<file path="config.mk">
export PLATFORM = sky130hd
export DESIGN_NAME = warp_call_stack
export DESIGN_NICKNAME = d
export VERILOG_FILES = /design/src/rtl/warp_call_stack.sv
export SDC_FILE = /design/constraint.sdc
export NUM_CORES = 1
export LEC_CHECK = 0
export ABC_AREA = 1
export CELL_PAD_IN_SITES_DETAIL_PLACEMENT = 1
export CELL_PAD_IN_SITES_GLOBAL_PLACEMENT = 2
export CORE_MARGIN = 5
export CORE_UTILIZATION = 46
export DETAILED_ROUTE_END_ITERATION = 6
export PLACE_DENSITY = 0.94
export SYNTH_ARGS = -nofsm -noshare
export SYNTH_HDL_FRONTEND = slang
export SYNTH_SLANG_ARGS = --single-unit
export TNS_END_PERCENT = 20
</file>
<file path="constraint.sdc">
create_clock -name clk -period 9.9 [get_ports clk]
set_input_delay 2.97 -clock clk [delete_from_list [all_inputs] [get_ports clk]]
set_output_delay 2.97 -clock clk [all_outputs]
set_load 0.005 [all_outputs]
</file>
<file path="src/rtl/warp_call_stack.sv">
// warp_call_stack: per-warp return-address stack holding {return PC, active mask} for CALL/RET
module warp_call_stack #(
  parameter int NUM_WARPS = 2,
  parameter int WARP_SIZE = 32,
  parameter int DEPTH = 8,
  parameter int PC_WIDTH = 32,
  localparam int WW = NUM_WARPS > 1 ? $clog2(NUM_WARPS) : 1,
  localparam int DW = $clog2(DEPTH + 1),
  localparam int AW = DEPTH > 1 ? $clog2(DEPTH) : 1
) (
  input  logic                 clk,
  input  logic                 rst_n,
  input  logic                 req_valid,
  input  logic [1:0]           req_op,
  input  logic [WW-1:0]        req_warp,
  input  logic [PC_WIDTH-1:0]  req_pc,
  input  logic [WARP_SIZE-1:0] req_mask,
  input  logic                 clr_valid,
  input  logic [WW-1:0]        clr_warp,
  output logic                 resp_valid,
  output logic [WW-1:0]        resp_warp,
  output logic [PC_WIDTH-1:0]  resp_pc,
  output logic [WARP_SIZE-1:0] resp_mask,
  output logic [1:0]           resp_status,
  input  logic [WW-1:0]        qry_warp,
  output logic [DW-1:0]        qry_depth,
  output logic [NUM_WARPS-1:0] err_sticky
);
  localparam logic [WW:0] NW = NUM_WARPS[WW:0];
  localparam logic [DW-1:0] DMAX = DEPTH[DW-1:0];
  logic [DW-1:0] sp [NUM_WARPS];
  logic [PC_WIDTH-1:0] ent_pc [NUM_WARPS][DEPTH];
  logic [WARP_SIZE-1:0] ent_mask [NUM_WARPS][DEPTH];
  logic act, hit, full, empty, is_push, is_pop, is_read;
  logic [DW-1:0] cur;
  logic [AW-1:0] top;
  assign qry_depth = sp[qry_warp];
  // decode the incoming request against the target warp's current depth
  always_comb begin
    act = req_valid && req_op != 2'b00 && {1'b0, req_warp} < NW;
    hit = clr_valid && clr_warp == req_warp;
    cur = sp[req_warp];
    full = cur == DMAX;
    empty = cur == '0;
    top = AW'(cur - DW'(1));
    is_push = req_op == 2'b01;
    is_pop = req_op == 2'b10;
    is_read = req_op[1];
  end
  // depth counters and sticky error flags; a clear overrides any request to the same warp
  always_ff @(posedge clk or negedge rst_n)
    if (!rst_n) begin
      for (int w = 0; w < NUM_WARPS; w++) sp[w] <= '0;
      err_sticky <= '0;
    end else begin
      for (int w = 0; w < NUM_WARPS; w++)
        if (clr_valid && clr_warp == WW'(w)) begin
          sp[w] <= '0;
          err_sticky[w] <= 1'b0;
        end else if (act && req_warp == WW'(w)) begin
          sp[w] <= is_push && !full ? cur + DW'(1) : is_pop && !empty ? cur - DW'(1) : cur;
          if ((is_push && full) || (is_read && empty)) err_sticky[w] <= 1'b1;
        end
    end
  // entry storage is plain flops with no reset; only live slots below sp are ever read
  always_ff @(posedge clk)
    if (act && !hit && is_push && !full) begin
      ent_pc[req_warp][AW'(cur)] <= req_pc;
      ent_mask[req_warp][AW'(cur)] <= req_mask;
    end
  // registered response, one cycle after any non-NOP request
  always_ff @(posedge clk or negedge rst_n)
    if (!rst_n) begin
      resp_valid <= 1'b0;
      resp_warp <= '0;
      resp_pc <= '0;
      resp_mask <= '0;
      resp_status <= 2'b00;
    end else begin
      resp_valid <= act;
      if (act) begin
        resp_warp <= req_warp;
        resp_status <= hit ? 2'b11 : is_push ? (full ? 2'b01 : 2'b00) : (empty ? 2'b10 : 2'b00);
        resp_pc <= hit || is_push || empty ? '0 : ent_pc[req_warp][top];
        resp_mask <= hit || is_push || empty ? '0 : ent_mask[req_warp][top];
      end
    end
endmodule
</file>
=== Yosys cells after proc, flatten, opt, wreduce, memory -nomap -nowiden ===
Memories as Yosys holds them, arrays and structs flattened.
Cells that the tools add are included.

* Bits in registers: 78
* RAM bits: 1024
* Logic and storage cells: 89
* Output and inout port bits: 74
* Memories kept: 2
* Input port bits: 73

* Bitwise logic cells: 6
* $add $sub $neg: 2
* Muxes and demuxes: 33
* Reductions and logical operators: 28
* Equality and inequality tests: 4
* $lt $le $gt $ge: 5

{| class="wikitable"
|+ Memories
! name !! words !! width !! rd ports !! clocked after Yosys merged registers in !! write ports !! line !! text
|-
| ent_mask || 2 || 256 || 1 || 0 || 1 || 33 || <nowiki>logic [WARP_SIZE-1:0] ent_mask [NUM_WARPS][DEPTH];</nowiki>
|-
| ent_pc || 2 || 256 || 1 || 0 || 1 || 32 || <nowiki>logic [PC_WIDTH-1:0] ent_pc [NUM_WARPS][DEPTH];</nowiki>
|}

{| class="wikitable"
|+ Operators with widths
! kind !! number
|-
| $mux 256 || 1
|-
| $mux 32 || 7
|-
| $bmux 32 s3 || 2
|-
| $demux 32 s3 || 1
|-
| $mux 4 || 12
|-
| $logic_and 1x1->1 || 14
|-
| $reduce_bool 2->1 || 5
|-
| $ge 4x4->1 const B || 2
|-
| $not 3->4 || 2
|-
| $mux 1 || 7
|-
| $mux 2 || 3
|-
| $add 4x1->4 const B || 1
|-
| $eq 4x4->1 const B || 1
|-
| $ge 2x2->1 const B || 2
|-
| $logic_not 4->1 || 1
|-
| $lt 4x1->1 const B || 1
|-
| $not 1->2 || 2
|-
| $reduce_and 2->1 || 2
|-
| $sub 4x1->4 const B || 1
|-
| $logic_not 1->1 || 3
|-
| $logic_or 1x1->1 || 3
|-
| $eq 2x1->1 const B || 1
|-
| $eq 2x2->1 const B || 1
|-
| $not 1->1 || 2
|-
| $eq 1x1->1 || 1
|}

=== Longest topological paths before layout ===
Gate-level depths: netlist of run 1.

* Depth after elaboration: 11
* Mapped depth: 15
* Mapped depth without buffers: 12

=== Worst setup path before layout of run 1 ===
OpenSTA, ideal clock, no wires.

* Path kind: input to register
* From: in req_warp
* To: mem ent_mask[0][100] (netlist name), enable pin
* Setup slack: 2.177 ns
* Setup time: 0.486 ns
* Path buffers: 3
* Arrival: 7.237 ns
* Data required time: 9.414 ns
* Cell stages on the path: 12
* Cells stage by stage: buf_4 -> nand2_1 -> o21ai_2 -> inv_2 -> buf_2 -> clkbuf_1 -> ha_1 -> nand2_1 -> o21ai_1 -> nor3_1 -> nand2_1 -> nor2_1

* Longest elaborated chain between the ends: 10
* Elaborated cells between the ends (all ways): 20
* Those cells by class: order compare: 2; eq/ne: 2; mux: 7; bitwise: 2; reduce/logical: 7

{| class="wikitable"
|+ Ends and longest elaborated chain
! element !! line !! text
|-
| start: declaration || 15 || <nowiki>input logic [WW-1:0] req_warp,</nowiki>
|-
| $not 1->2 (not written as such) || 42 || <nowiki>cur = sp[req_warp];</nowiki>
|-
| $mux 4 (not written as such) (3 in a row) || 42 ||
|-
| $not 3->4 (not written as such) || 69 || <nowiki>ent_mask[req_warp][AW'(cur)] <= req_mask;</nowiki>
|-
| $ge 4x4->1 (not written as such) / $lt 4x1->1 (equally long branches) || 69 ||
|-
| $logic_and 1x1->1 (not written as such) || 69 ||
|-
| $mux 32 (not written as such) || 69 ||
|-
| $demux 32 s3 || 69 ||
|-
| $mux 256 (not written as such) || 69 ||
|-
| end: declaration || 33 ||
|}

Several ways; a longest one is shown, not always the timed one. The select of a mux whose other input is x is not followed.

=== Worst setup path after layout of run 1 ===
* From: in qry_warp
* To: out qry_depth[1]

* Longest elaborated chain between the ends: 4

{| class="wikitable"
|+ Ends and longest elaborated chain
! element !! line !! text
|-
| start: declaration || 25 || <nowiki>input logic [WW-1:0] qry_warp,</nowiki>
|-
| $not 1->2 (not written as such) || 37 || <nowiki>assign qry_depth = sp[qry_warp];</nowiki>
|-
| $mux 4 (not written as such) (3 in a row) || 37 ||
|-
| end: declaration || 26 || <nowiki>output logic [DW-1:0] qry_depth,</nowiki>
|}

No other way between the ends. The select of a mux whose other input is x is not followed.

==> results.json, run 1 <==
{
  "status": "finished clean",
  "multi_input_area_um2": 9920,
  "drt_iter0_drc": 2666,
  "fin_tns_setup_ns": 0,
  "dp_hpwl_um": 65800,
  "yosysUniqueCellTypes": 29,
  "path_max_fanout": 8,
  "routabilityCongestion": 0.736,
  "viasPerCell": 5.82,
  "tightestPinTransition_ns": 1.24,
  "num-nets-final": 3740,
  "fmax_ghz": 0.137,
  "drc": 0,
  "utilization_pct": 53.0,
  "pin_count": 147,
  "hold_violations": 0,
  "leakage_nw": 17.7,
  "dpl.cell_count": 4806,
  "cts-root-buf": "clkbuf_16",
  "place_ws_ns": 2.43,
  "cp_num_buf_inv": 2,
  "path_cells": "clkdlybuf4s50_1 -> o21ai_0 -> clkdlybuf4s50_1",
  "relSlewSlack_pct": 17.0,
  "clockBufferDepth": 3,
  "cp_slowest_stage_delay_ns": 0.55,
  "critPathTopFamily": "buffers and inverters",
  "fin_cells": 5016,
  "grt_overflow_total": 0,
  "cts_tree": "built",
  "synth_area_leaders": "edfxtp_1, nand3_1, nand2_1, dfrtp_1, clkbuf_1",
  "required_ns": 6.93,
  "crit_arrival_ns": 4.31,
  "maxCapViolCount": 0,
  "clk_pin_slew_worst_paths_ns": 0.06,
  "endpoint_kind": "output port",
  "dr.pass1.iters": 5,
  "area.sequential_um2": 32700,
  "hp-class": "reg -> reg",
  "netlist_area_um2": 43500,
  "critical_path.slowest_cell": "clkdlybuf4s50_1",
  "setup_viol": 0,
  "timing.final.crit_share_pct": 73.5,
  "grt_antenna_before_repair": 7,
  "numCtsBuffers": 111,
  "grt_start_max_net_pins": 211,
  "ys_warn_count": 0,
  "fin_crit_ns": 7.28,
  "num-fill-cells": 9568,
  "clock_latency_ns": 0.70,
  "grt_pass1_wl_um": 194000,
  "die_w_um": 318,
  "grt_pass1_vias": 31555,
  "h-tree-depth": 3,
  "ant_nets": 0,
  "rows": 112,
  "cts_hold_buf": 0,
  "routed_wl_um": 127000,
  "grt_use_total_pct": 24.8,
  "cts_num_sinks": 1102,
  "netlist.top_cell.by_area": "edfxtp_1",
  "ys_ff_latch": 1102,
  "setup_ws_ns": 2.62,
  "die_area_um2": 101000,
  "rsz0062_at_grt": "false",
  "hold_ws_ns": 0.475,
  "finalMaxSlewViolations": 0,
  "clock_skew_ns": 0.0260,
  "ys_seq_area_share_pct": 75.1,
  "critPathKind": "in -> out",
  "cts_resized": 0,
  "die_y_um": 318,
  "syn_nets": 3668,
  "start_util_pct": 46.5,
  "area_delta_synth_final_pct": 14.1,
  "core_area_um2": 93600,
  "avgSynthCellArea_um2": 12.1,
  "dr_total_vias": 29209,
  "path_common_cell": "clkdlybuf4s50_1",
  "io_buffers": 146,
  "syn_inst": 3593,
  "drive_above_1_share_pct": 6.33,
  "synth_top_area_share_pct": 70.6,
  "post_cts_buffers": 0,
  "vdd_ir_drop_max_mv": 0.171,
  "start_kind": "input pin",
  "pwr_density_cell_nw_per_um2": 212,
  "wl_per_cell_um": 25.4
}
==> area by class of cell <==
type,instances,area share [%]
sequential,1102,65.9
multi-input combinational,2238,20.0
clock buffer,162,6.26
timing repair buffer,186,3.86
tap,1254,3.16
clock inverter,45,0.610
inverter,26,0.244
antenna,3,0.0151
==> report_power, final <==
group	internal [mW]	switching, mW	leakage (nW)
combinational	0.398	0.863	5.79
clock	2.25	1.76	1.68
sequential	5.18	0.0781	10.2
total	7.82	2.70	17.7
==> state kept, by name, summed over array words and instances, names as in the netlist <==
register / flops
resp_warp: 1
resp_pc: 32
ent_pc: 512
err_sticky: 2
ent_mask: 512
sp: 8
resp_status: 2
resp_valid: 1
resp_mask: 32
==> worst reg2reg max path, stage by stage (launching register included) <==
cell     delay (ns)
dfrtp_1        0.46
nand2_1        0.13
o21ai_4        0.17
inv_8          0.25
ha_4           0.36
nand2_1        0.15
o21ai_1        0.19
nor2_1         0.34
nand4_1        0.29
nor2_4         0.78
buf_4          0.59
==> path summary, 6_finish.rpt <==
path	startpoint	slack, ns	depth (start not counted)	to
max in group asynchronous	rst_n	6.24	2	sp[6]$_DFFE_PN0P_
max	qry_warp	2.62	3	qry_depth[1]
min reg2reg	resp_mask[17]$_DFFE_PN0N_	0.48	2	resp_mask[17]$_DFFE_PN0N_
max reg2reg	sp[0]$_DFFE_PN0P_	5.80	10	ent_pc[0][202]$_DFFE_PP_
min in group asynchronous	rst_n	2.33	1	resp_mask[21]$_DFFE_PN0N_
min	resp_mask[17]$_DFFE_PN0N_	0.48	2	resp_mask[17]$_DFFE_PN0N_
==> layer usage <==
metal  wire length [µm]  part of all wire [%]  track usage (%)
met3               7550                   5.9             3.28
met2              65400                    51             43.8
met1              50200                    39             31.8
met5                 23                 0.018                0
met4               4320                   3.4             8.43
==> cell usage after synthesis <==
library cell / instances
nand2_2: 4
nor3_4: 1
dfrtp_1: 78
nand4_1: 1
inv_1: 23
ha_1: 2
buf_6: 7
inv_2: 3
buf_2: 39
o21a_2: 1
o21ai_1: 1
a21oi_1: 2
nand3_4: 1
clkbuf_1: 148
nand2_1: 1208
o21ai_2: 1
a22o_1: 2
o211ai_1: 1
nand3_1: 963
buf_1: 32
nor2_1: 28
nand3_2: 10
nor2_2: 3
edfxtp_1: 1024
nor3_1: 1
buf_4: 1
o21ai_0: 6
or2_2: 1
xor2_1: 1
==> cell families (layout without fill, tap and decap cells) <==
group,after synthesis,in the layout,share of synthesized area [%]
buffers and inverters,253,419,2.42
other,0,3,0
xor gates and xnor gates,1,1,0.0201
DFF,1102,1102,75.1
and+or+nand+nor,2221,2221,22.2
AOI/OAI and AO/OA,14,14,0.201
adders and majority gates,2,2,0.0575
==> layout by cell type (no fill, tap or decap), types with 4 or more instances in the layout <==
cell / instances
nor2_1: 12
buf_4: 29
clkbuf_8: 12
clkinv_1: 18
clkbuf_1: 38
clkdlybuf4s50_1: 144
inv_1: 21
nand3_1: 963
nand2_2: 4
o21ai_0: 6
buf_12: 12
inv_6: 4
nor2_4: 16
clkinv_2: 20
clkbuf_16: 112
edfxtp_1: 1024
nand2_1: 1207
nand3_2: 10
dfrtp_1: 78
==> stage by stage <==
step	total power, mW	area [µm²]
after global routing	10.9	49600
after detailed placement	6.60	46200
after CTS	10.6	49600
after global placement	6.56	46200
final	10.5	49700
after floorplan	5.99	43500
Note: power is estimated with default switching activity, not from simulation.
==> inputs of run 2 (changes only) <==
- CORE_UTILIZATION: 46 -> 42
- PLACE_DENSITY: 0.94 -> 0.87
- clock period: 9.9 -> 7.2 ns (I/O delays scaled with it)
==> results.json, run 2 (synthesis gave the netlist of run 1 again) <==
{
  "dp_hpwl_um": 68600,
  "r2r_start": "sp[4]$_DFFE_PN0P_",
  "cts_tree": "built",
  "cts-root-buf": "clkbuf_16",
  "grt_pass1_vias": 30829,
  "hold_ws_ns": 0.477,
  "finalMaxSlewViolations": 0,
  "timing.final.crit_share_pct": 78.2,
  "relSlewSlack_pct": 23.9,
  "io_buffers": 146,
  "grt_pass1_wl_um": 194000,
  "wl_per_cell_um": 24.8,
  "fin_crit_ns": 5.63,
  "path_max_fanout": 8,
  "cts_hold_buf": 0,
  "cts_resized": 0,
  "drc": 0,
  "cp_num_buf_inv": 2,
  "area_delta_synth_final_pct": 15.3,
  "hp-class": "reg -> reg",
  "drt_iter0_drc": 2775,
  "drive_above_1_share_pct": 7.09,
  "vdd_ir_drop_max_mv": 0.182,
  "power_mw": 14.8,
  "start_kind": "input pin",
  "min_to": "resp_pc[0]$_DFFE_PN0N_",
  "required_ns": 5.04,
  "rows": 118,
  "ant_nets": 0,
  "numCtsBuffers": 112,
  "viasPerCell": 5.66,
  "hold_violations": 0,
  "clock_latency_ns": 0.68,
  "critical_path.slowest_cell": "clkdlybuf4s50_1",
  "pin_count": 147,
  "die_y_um": 332,
  "setup_viol": 0,
  "routabilityCongestion": 0.743,
  "num-nets-final": 3763,
  "cts_num_sinks": 1102,
  "path_cells": "clkdlybuf4s50_1 -> o21ai_0 -> clkdlybuf4s50_1",
  "hold_depth": 2,
  "leakage_nw": 17.9,
  "rsz0062_at_grt": "false",
  "clock_skew_ns": 0.0215,
  "layout_commonest_cell": "nand2_1",
  "die_area_um2": 110000,
  "hp-start": "resp_pc[0]$_DFFE_PN0N_",
  "reg2reg_depth": 10,
  "h-tree-depth": 3,
  "grt_start_max_net_pins": 181,
  "fin_tns_setup_ns": 0,
  "routed_wl_um": 128000,
  "core_area_um2": 103000,
  "cp_slowest_stage_delay_ns": 0.54,
  "final_cell_mix": "nand2_1, edfxtp_1, nand3_1, clkdlybuf4s50_1, clkbuf_16",
  "fmax_ghz": 0.178,
  "num-fill-cells": 10530,
  "critPathKind": "in -> out",
  "r2r_slack_ns": 3.48,
  "post_cts_buffers": 0,
  "dr_total_vias": 29225,
  "die_w_um": 332,
  "dr.pass1.iters": 7,
  "grt_use_total_pct": 22.8,
  "crit_arrival_ns": 3.47,
  "path_common_cell": "clkdlybuf4s50_1",
  "clk_pin_slew_worst_paths_ns": 0.06,
  "critPathTopFamily": "buffers and inverters",
  "pwr_density_cell_nw_per_um2": 294,
  "status": "finished clean",
  "grt_antenna_before_repair": 5,
  "tightestPinTransition_ns": 1.14,
  "clockBufferDepth": 3,
  "endpoint_kind": "output port",
  "reg_top3": "ent_mask: 512 flops, ent_pc: 512 flops",
  "start_util_pct": 42.2,
  "rr_endpoint": "ent_pc[0][60]$_DFFE_PP_",
  "grt_overflow_total": 0,
  "maxCapViolCount": 0
}
[run 2: changes by cell type in the layout (fill, tap and decap cells not counted), sizes merged]
cell      change
inv           +2
clkbuf        -8
bufinv        +8
clkinvlp      +2
clkinv        -3
buf          +22
[run 2: how the worst max path moves through the flow]
stage	slack [ns]	to	startpoint	cells past startpoint
finish	1.57	qry_depth[1]	qry_warp	3
floorplan	0.29	ent_mask[0][100]$_DFFE_PP_	req_warp	12
global placement	1.07	ent_pc[0][8]$_DFFE_PP_	req_warp	11
CTS	1.55	qry_depth[1]	qry_warp	3
global route	1.36	ent_mask[0][32]$_DFFE_PP_	req_warp	11
detailed placement	0.97	ent_pc[0][54]$_DFFE_PP_	req_warp	11
[run 2: layout make-up]
type / count / area [µm²] / area share (%)
Tap cell: 1380 / 1730 / 3.44
Inverter: 26 / 121 / 0.242
Sequential cell: 1102 / 32700 / 65.2
Multi-Input combinational cell: 2238 / 9920 / 19.8
Clock inverter: 54 / 581 / 1.16
Clock buffer: 154 / 3030 / 6.04
Antenna cell: 3 / 7.51 / 0.0150
Timing Repair Buffer: 208 / 2090 / 4.17
[run 2: worst register-to-register path, cell delays in order, from the launching register on]
cell	delay (ns)
dfrtp_1	0.36
inv_1	0.13
o21ai_4	0.27
inv_8	0.21
ha_4	0.26
nand2_1	0.16
o21ai_1	0.21
nor3_1	0.44
nand2_1	0.23
nor2_4	0.74
buf_4	0.40
[run 2: report_power, final]
group	leakage, nW	switching, mW	internal, mW	total, mW
logic	5.91	1.20	0.557	1.76
clock network	1.76	2.45	3.34	5.78
registers	10.2	0.104	7.12	7.22
total	17.9	3.75	11.0	14.8
[run 2: per-stage QoR]
| stage | util, % | worst slack (ns) | std cells | instance area [µm²] |
|---|---|---|---|---|
| 4_1_cts | 48.6 | 1.55 | 5162 | 50200 |
| 3_3_place_gp | 45.1 | 1.07 | 4954 | 46600 |
| 2_1_floorplan | - | 0.287 | 3593 | 43500 |
| 5_1_grt | 48.6 | 1.36 | 5165 | 50200 |
| 3_5_place_dp | 45.1 | 0.969 | 4954 | 46600 |
| 6_report | 48.6 | 1.57 | 5165 | 50200 |
[run 2: layer usage]
metal	global-route usage, %	routed length, µm	up-vias
met4	6.38	3110	2
li1	-	-	12911
met3	3.43	7550	188
met1	30.3	53700	15192
met2	39.2	63800	932
met5	0	13	-
